$ cat src/rtl/ttl_gfx_shift_seq.sv
// Sequencer feeding a pair of ttl_74194 shifters: fetches one GFX byte per
// 4-pixel group, applies horizontal flip and issues hold/shift/load modes.
module ttl_gfx_shift_seq #(
  parameter int         DELAY_RISE = 12,
  parameter int         DELAY_FALL = 15,
  parameter logic [3:0] BLANK_NIB  = 4'b0000
) (
  input  logic       CP,
  input  logic       CR_n,
  input  logic       PIX_CE,
  input  logic       ENABLE,
  input  logic       HFLIP,
  input  logic       ROM_ACK,
  input  logic [7:0] ROM_D,
  output logic       ROM_REQ,
  output logic       S1,
  output logic       S0,
  output logic [3:0] P0D,
  output logic [3:0] P1D,
  output logic       UNDERRUN
);

  localparam logic [1:0] ST_IDLE   = 2'd0;
  localparam logic [1:0] ST_PRIME  = 2'd1;
  localparam logic [1:0] ST_WAITLD = 2'd2;
  localparam logic [1:0] ST_RUN    = 2'd3;

  logic [1:0] state_reg;
  logic [1:0] ph_reg;
  logic [7:0] byte_reg;
  logic       byte_valid_reg;
  logic [3:0] rev_p0;
  logic [3:0] rev_p1;
  logic [3:0] load_p0;
  logic [3:0] load_p1;
  logic       ack_take;

  // Output delays only matter to timing-annotated simulation models.
  if (DELAY_RISE < 0 || DELAY_FALL < 0) begin : g_neg_delay
  end

  // P0D[3] reaches Q0 first, so flipping means reversing the nibble.
  for (genvar gi = 0; gi < 4; gi++) begin : g_flip
    assign rev_p0[gi] = byte_reg[3 - gi];
    assign rev_p1[gi] = byte_reg[7 - gi];
  end

  assign load_p0  = HFLIP ? rev_p0 : byte_reg[3:0];
  assign load_p1  = HFLIP ? rev_p1 : byte_reg[7:4];
  assign ack_take = ROM_ACK && ROM_REQ;

  always_ff @(posedge CP or negedge CR_n) begin
    if (!CR_n) begin
      state_reg      <= ST_IDLE;
      ph_reg         <= 2'd0;
      byte_reg       <= 8'h00;
      byte_valid_reg <= 1'b0;
      ROM_REQ        <= 1'b0;
      S1             <= 1'b0;
      S0             <= 1'b0;
      P0D            <= 4'h0;
      P1D            <= 4'h0;
      UNDERRUN       <= 1'b0;
    end else if (!ENABLE) begin
      state_reg      <= ST_IDLE;
      ph_reg         <= 2'd0;
      byte_valid_reg <= 1'b0;
      ROM_REQ        <= 1'b0;
      S1             <= 1'b0;
      S0             <= 1'b0;
    end else begin
      S1 <= 1'b0;
      S0 <= 1'b0;
      if (ack_take) begin
        byte_reg       <= ROM_D;
        byte_valid_reg <= 1'b1;
        ROM_REQ        <= 1'b0;
      end
      case (state_reg)
        ST_IDLE: begin
          state_reg <= ST_PRIME;
          ROM_REQ   <= 1'b1;
        end
        ST_PRIME: begin
          if (ack_take) state_reg <= ST_WAITLD;
        end
        ST_WAITLD: begin
          if (PIX_CE) begin
            S1             <= 1'b1;
            S0             <= 1'b1;
            P0D            <= load_p0;
            P1D            <= load_p1;
            byte_valid_reg <= 1'b0;
            ph_reg         <= 2'd0;
            state_reg      <= ST_RUN;
          end
        end
        ST_RUN: begin
          if (PIX_CE) begin
            if (ph_reg != 2'd3) begin
              S1     <= 1'b1;
              ph_reg <= ph_reg + 2'd1;
              if (ph_reg == 2'd1 && !ROM_REQ && !byte_valid_reg) ROM_REQ <= 1'b1;
            end else begin
              S1     <= 1'b1;
              S0     <= 1'b1;
              ph_reg <= 2'd0;
              if (byte_valid_reg) begin
                P0D            <= load_p0;
                P1D            <= load_p1;
                byte_valid_reg <= 1'b0;
              end else begin
                // Underrun cancels the fetch; a same-edge ack is discarded.
                P0D            <= BLANK_NIB;
                P1D            <= BLANK_NIB;
                UNDERRUN       <= 1'b1;
                ROM_REQ        <= 1'b0;
                byte_valid_reg <= 1'b0;
              end
            end
          end
        end
        default: state_reg <= ST_IDLE;
      endcase
    end
  end

endmodule

$ cat config.mk
export PLATFORM = sky130hd
export DESIGN_NAME = ttl_gfx_shift_seq
export DESIGN_NICKNAME = d
export VERILOG_FILES = /design/src/rtl/ttl_gfx_shift_seq.sv
export SDC_FILE = /design/constraint.sdc
export NUM_CORES = 1
export LEC_CHECK = 0
export ABC_AREA = 1
export ABC_CLOCK_PERIOD_IN_PS = 1300
export CAP_MARGIN = 20
export CORE_MARGIN = 10
export CORE_UTILIZATION = 34
export DETAILED_ROUTE_END_ITERATION = 10
export SKIP_LAST_GASP = 1
export SYNTH_ARGS = -nofsm -noshare
export SYNTH_HDL_FRONTEND = slang
export SYNTH_SLANG_ARGS = --single-unit
$ cat constraint.sdc
create_clock -name CP -period 1.3 [get_ports CP]
set_input_delay 0.26 -clock CP [delete_from_list [all_inputs] [get_ports CP]]
set_output_delay 0.26 -clock CP [all_outputs]
set_load 0.03 [all_outputs]
==> run summary, run 1 <==
distinct cell type count after synthesis: 25
CP cell instances: inv_2, ha_4, nor2_4, nor2_4, nand3_4, nand2_1, o21ai_2
gr usage total: 9.23%
Port Buffers: 25
Sink Count: 25
Clock Skew: 0.00493 ns
Hold Fails Final Rpt: 0
maximum achievable frequency: 742 MHz
Worst setup EP type: register
io pins: 26
Layout area overhead: 40.5%
Area after DPL: 0.00172 mm^2
commonest non-fill, non-tap cell in the layout: nand2_1
Post-Layout Cell Count: 238
DR WL/cell: 12.7 um
min-delay worst type: in2async
Starting Density: 35.2%
Seq cells post-synth: 25
Hold WS: 0.329 ns
CTS tree: yes
RSZ-0062 raised after global routing: yes
status: complete, but fails checks
number of cell rows: 22
Final Setup Violations: 8
Clock transition at path regs: 0.09 ns
CP max stage delay: 0.46 ns
Critical Path Slowest Stage Cell: dfrtp_2
FILL cells: 351
Worst Tran Pin Value: 0.306 ns
crit path time final: 1.35 ns
GRT overflow: 0
crit path buf inv count: 1
Cells after DPL: 232
Post-Route WL: 3030 um
core area: 0.00366 mm^2
DR DRC count: 0
pwr dens: 1870 mW/mm^2
1st-iter DRT viols: 42
clock root cell: clkbuf_8
sequential share of the synthesized area: 48.5%
violated checks: negative setup slack
worst rel slew slack: 79.7%
detailed-route via count: 1,114
clk_lat worst skew: 0.27 ns
syn_nets: 166
antenna cell count: 0
worst endpoint data arrival time: 1.51 ns
post-route ant nets: 0
DP HPWL: 2280 um
Nets: 211
Startpoint Class: register
RePlAce Congestion: 0.820
Die Ht: 81.6 um
mean area per synthesized cell: 8.84 um^2
Die W: 81.6 um
crit-path max FO: 8
initial antenna violation count: 0
vias in the first global route: 1,091
register area: 628 um^2
Setup TNS: -0.306 ns
Place WS: -0.167 ns
Post-Syn Instances: 146
vias per inst: 4.68
Leak: 0.863 nW
Largest register FFs: 8
Final Max Slew Viols: 0
worst vdd ir: 709 uV
period utilisation layout: 104%
Post-Layout Inst Area: 0.00181 mm^2
pin count of the biggest net entering global routing: 26
Multi-input gate area: 638 um^2
Pre-antenna DRT Iters: 4
Num CTS Buffers: 3
clock buffer depth: 2
H-tree levels: 1
layout cells sized above 1: 31.6%
most frequent cells in the layout: nand2_1, buf_4, dfrtp_1, inv_1
crit-path most repeated cell: nor2_4
CP delay by family, top: simple AND/OR/NAND/NOR gates
maxcap violations: 0
Worst Path Class, Setup: reg2reg
first-pass GRT wire length: 4960 um
Critical Path RT: 1.47 ns
die area: 0.00666 mm^2
synthesized area: 0.00129 mm^2
Syn. warnings: 0
final setup margin: -0.0485 ns
-- final cells by class --
cell class	count	share of cell area, %
flip-flops and latches	25	34.6
inverters	19	3.93
repair buffers	43	20.4
well taps	48	3.31
multi-input cells	99	35.2
clock buffers	4	2.48
-- worst paths after layout --
check / start / to / slack, ns / depth (start not counted)
worst max-delay path: state_reg[0]$_DFFE_PN0P_ / P1D[3]$_DFFE_PN0P_ / -0.05 / 7
max in group asynchronous: CR_n / state_reg[0]$_DFFE_PN0P_ / 0.81 / 2
min in group CP: UNDERRUN$_DFFE_PN0P_ / UNDERRUN$_DFFE_PN0P_ / 0.48 / 2
worst min-delay path: CR_n / ph_reg[1]$_DFFE_PN0P_ / 0.33 / 2
worst max register to register: state_reg[0]$_DFFE_PN0P_ / P1D[3]$_DFFE_PN0P_ / -0.05 / 7
worst min register to register: UNDERRUN$_DFFE_PN0P_ / UNDERRUN$_DFFE_PN0P_ / 0.48 / 2
-- through the flow --
step	utilization [%]	power (mW)
6_report	49.5	3.39
5_1_grt	49.5	3.66
4_1_cts	49.0	3.40
3_5_place_dp	47.0	2.89
3_3_place_gp	47.0	2.83
2_1_floorplan	-	2.30
-- report_power, final --
part | leakage (nW) | switching, mW | internal (mW)
clock network | 0.0228 | 0.259 | 0.220
registers | 0.303 | 0.211 | 1.07
logic | 0.537 | 0.937 | 0.700
total | 0.863 | 1.41 | 1.99
-- routing by layer --
| metal | track usage [%] | up-vias | part of all wire (%) |
|---|---|---|---|
| li1 | - | 558 | - |
| met1 | 11.2 | 528 | 45 |
| met2 | 15.1 | 25 | 47 |
| met3 | 2.07 | 3 | 6.4 |
| met4 | 4.59 | 0 | 1.2 |
| met5 | 0 | - | 0 |
-- what timing repair did --
| item | CTS | global route |
|---|---|---|
| endpoints found under the hold margin | 0 | 0 |
| setup buffers | 0 | 1 |
| pin swaps | 4 | 4 |
| resized for setup | 7 | 5 |
| cloned | 1 | 0 |
| endpoints found under the setup margin | 12 | 13 |
| hold buffers | 0 | 0 |
-- worst register-to-register path, delay by kind of cell (launching register included) --
family          cells  cell delay [ns]
simple gates        4             0.48
fa+ha+maj           1             0.16
flops               1             0.46
buf+inv             1             0.09
compound gates      1             0.05
-- synth_stat cells --
| master | number | share of area (%) |
|---|---|---|
| nand3_1 | 5 | 1.9 |
| o22ai_1 | 2 | 0.97 |
| o211ai_1 | 6 | 3.5 |
| nand4_1 | 1 | 0.49 |
| nand3_2 | 1 | 0.78 |
| nor2_4 | 1 | 0.87 |
| o21ai_1 | 2 | 0.78 |
| dfrtp_1 | 25 | 48 |
| nand3_4 | 1 | 1.4 |
| nand2_1 | 36 | 10 |
| mux2_2 | 1 | 0.87 |
| o21ai_0 | 2 | 0.78 |
| ha_1 | 6 | 5.8 |
| buf_2 | 2 | 0.78 |
| buf_4 | 1 | 0.58 |
| nor2_2 | 1 | 0.49 |
| mux2_1 | 1 | 0.87 |
| o21a_1 | 1 | 0.58 |
| inv_1 | 18 | 5.2 |
| a21oi_1 | 8 | 3.1 |
| o21ai_2 | 8 | 5.4 |
| nor2_1 | 14 | 4.1 |
| o31ai_1 | 1 | 0.58 |
| inv_2 | 1 | 0.29 |
| buf_6 | 1 | 0.87 |
-- kinds of logic after synthesis --
kind of cell,Yosys count,synth area share [%]
muxes,2,1.75
adders and majority gates,6,5.82
DFF,25,48.5
and+or+nand+nor,60,20.5
AOI/OAI and AO/OA,30,15.7
buffers and inverters,23,7.76
(Power assumes the default switching activity.)
==> inputs of run 2 (changes only) <==
--- a/config.mk
+++ b/config.mk
@@ -9,8 +9,9 @@
 export ABC_CLOCK_PERIOD_IN_PS = 1300
 export CAP_MARGIN = 20
 export CORE_MARGIN = 10
-export CORE_UTILIZATION = 34
+export CORE_UTILIZATION = 45
 export DETAILED_ROUTE_END_ITERATION = 10
+export PLACE_DENSITY = 0.74
 export SKIP_LAST_GASP = 1
 export SYNTH_ARGS = -nofsm -noshare
 export SYNTH_HDL_FRONTEND = slang
==> run summary, run 2 (same netlist as run 1, synthesis figures left out) <==
Post-Layout Cell Count: 221
detailed-route via count: 1,118
GRT overflow: 0
Cells after DPL: 214
worst rel slew slack: 83.9%
Worst R2R End: P1D[0]$_DFFE_PN0P_
pwr dens: 1900 mW/mm^2
clock buffer depth: 2
Setup TNS: -0.105 ns
DP HPWL: 2250 um
CP max stage delay: 0.42 ns
Worst Path Class, Setup: reg2reg
Place WS: -0.271 ns
1st-iter DRT viols: 61
crit-path max FO: 8
violated checks: negative setup slack
io pins: 26
Worst setup EP type: register
most frequent cells in the layout: nand2_1, buf_4, dfrtp_1, inv_1, clkdlybuf4s50_1
Pre-antenna DRT Iters: 4
met3 WL: 201 um
final setup margin: -0.0282 ns
Clock transition at path regs: 0.14 ns
Layout area overhead: 39.9%
DR WL/cell: 13.9 um
Worst R2R Start: state_reg[0]$_DFFE_PN0P_
gr usage total: 12.0%
RePlAce Congestion: 0.795
total power: 3.42 mW
Area after DPL: 0.00169 mm^2
CP delay by family, top: simple AND/OR/NAND/NOR gates
Final Max Slew Viols: 0
crit path buf inv count: 1
number of cell rows: 19
period utilisation layout: 102%
CP cell instances: buf_6, ha_4, nor2_4, nor2_4, nand3_4, nand2_1, o21ai_2
Critical Path Slowest Stage Cell: dfrtp_1
Port Buffers: 25
H-tree levels: 1
Hold Fails Final Rpt: 0
Starting Density: 46.8%
DRT met1 WL: 1310 um
pin count of the biggest net entering global routing: 26
vias per inst: 5.06
hold buffers post-CTS: 0
crit path from: state_reg[0]$_DFFE_PN0P_
crit path time final: 1.33 ns
layout cells sized above 1: 35.8%
Startpoint Class: register
Die Ht: 73.5 um
Die W: 73.5 um
Worst Tran Pin Value: 0.240 ns
worst reg-to-reg path cell count: 7
Post-Route WL: 3060 um
length of routed met2 wiring: 1440 um
core area: 0.00276 mm^2
antenna cell count: 0
Layout Utilization: 65.4%
Levels on crit path: 7
crit-path most repeated cell: nor2_4
maximum achievable frequency: 753 MHz
Clock Skew: 0.00572 ns
clk_lat worst skew: 0.33 ns
commonest non-fill, non-tap cell in the layout: nand2_1
vias in the first global route: 1,142
initial antenna violation count: 0
Num CTS Buffers: 3
worst vdd ir: 1300 uV
maxcap violations: 0
Nets: 211
RSZ-0062 raised after global routing: yes
clock root cell: clkbuf_4
Sink Count: 25
status: complete, but fails checks
Post-Layout Inst Area: 0.00180 mm^2
min-delay worst type: in2async
Critical Path RT: 1.54 ns
crit path to: P1D[0]$_DFFE_PN0P_
Reg2Reg Setup Slack: -0.03 ns
Top Layer Used: met4
Hold WS: 0.257 ns
Final Setup Violations: 8
worst endpoint data arrival time: 1.56 ns
die area: 0.00541 mm^2
CTS tree: yes
Largest register FFs: 8
post-route ant nets: 0
first-pass GRT wire length: 5190 um
Leak: 0.857 nW
DR DRC count: 0
==> run 2: cell count changes in the layout (fill, tap and decap cells not counted), sizes merged <==
cell and delta:
buf +2, clkinv +1, dlygate4sd2 -2, clkbuf -1
==> run 2: worst min-delay path by stage <==
stage	start	end	slack (ns)	depth (start not counted)
6_report	CR_n	byte_reg[0]$_DFFE_PN0P_	0.26	2
5_1_grt	CR_n	byte_reg[2]$_DFFE_PN0P_	0.25	2
4_1_cts	CR_n	byte_reg[0]$_DFFE_PN0P_	0.25	2
3_5_place_dp	UNDERRUN$_DFFE_PN0P_	UNDERRUN$_DFFE_PN0P_	0.46	2
3_3_place_gp	UNDERRUN$_DFFE_PN0P_	UNDERRUN$_DFFE_PN0P_	0.46	2
2_1_floorplan	CR_n	P0D[0]$_DFFE_PN0P_	-0.04	0
==> run 2: layout make-up <==
| class | instances | area [um^2] |
|---|---|---|
| clock buffers | 3 | 22.5 |
| inverters | 19 | 71.3 |
| repair buffers | 43 | 372 |
| multi-input cells | 99 | 668 |
| fillers | 225 | 953 |
| well taps | 31 | 38.8 |
| clock inverters | 1 | 5.00 |
| flip-flops and latches | 25 | 627 |
==> run 2: report_power, final <==
group	internal, mW	leakage [nW]	switching [mW]
clock network	0.116	0.0177	0.246
logic	0.779	0.535	1.03
registers	1.06	0.304	0.194
==> run 2: timing repair <==
item / 4_1_cts / 5_1_grt
resized for setup: 6 / 11
gates cloned: 1 / 0
setup endpoints to repair: 11 / 13
hold endpoints to repair: 0 / 0
pin swaps: 4 / 3
buffers inserted: 0 / 2
==> run 2: routing by layer <==
metal | track usage, % | vias up
li1 | - | 561
met1 | 14.7 | 517
met2 | 18.0 | 31
met3 | 3.36 | 9
met4 | 7.66 | 0
met5 | 0 | -
==> run 2: worst register-to-register path, stage by stage, from the launching register on <==
cell	delay (ns)
dfrtp_1	0.42
buf_6	0.12
ha_4	0.17
nor2_4	0.05
nor2_4	0.15
nand3_4	0.15
nand2_1	0.12
o21ai_2	0.05
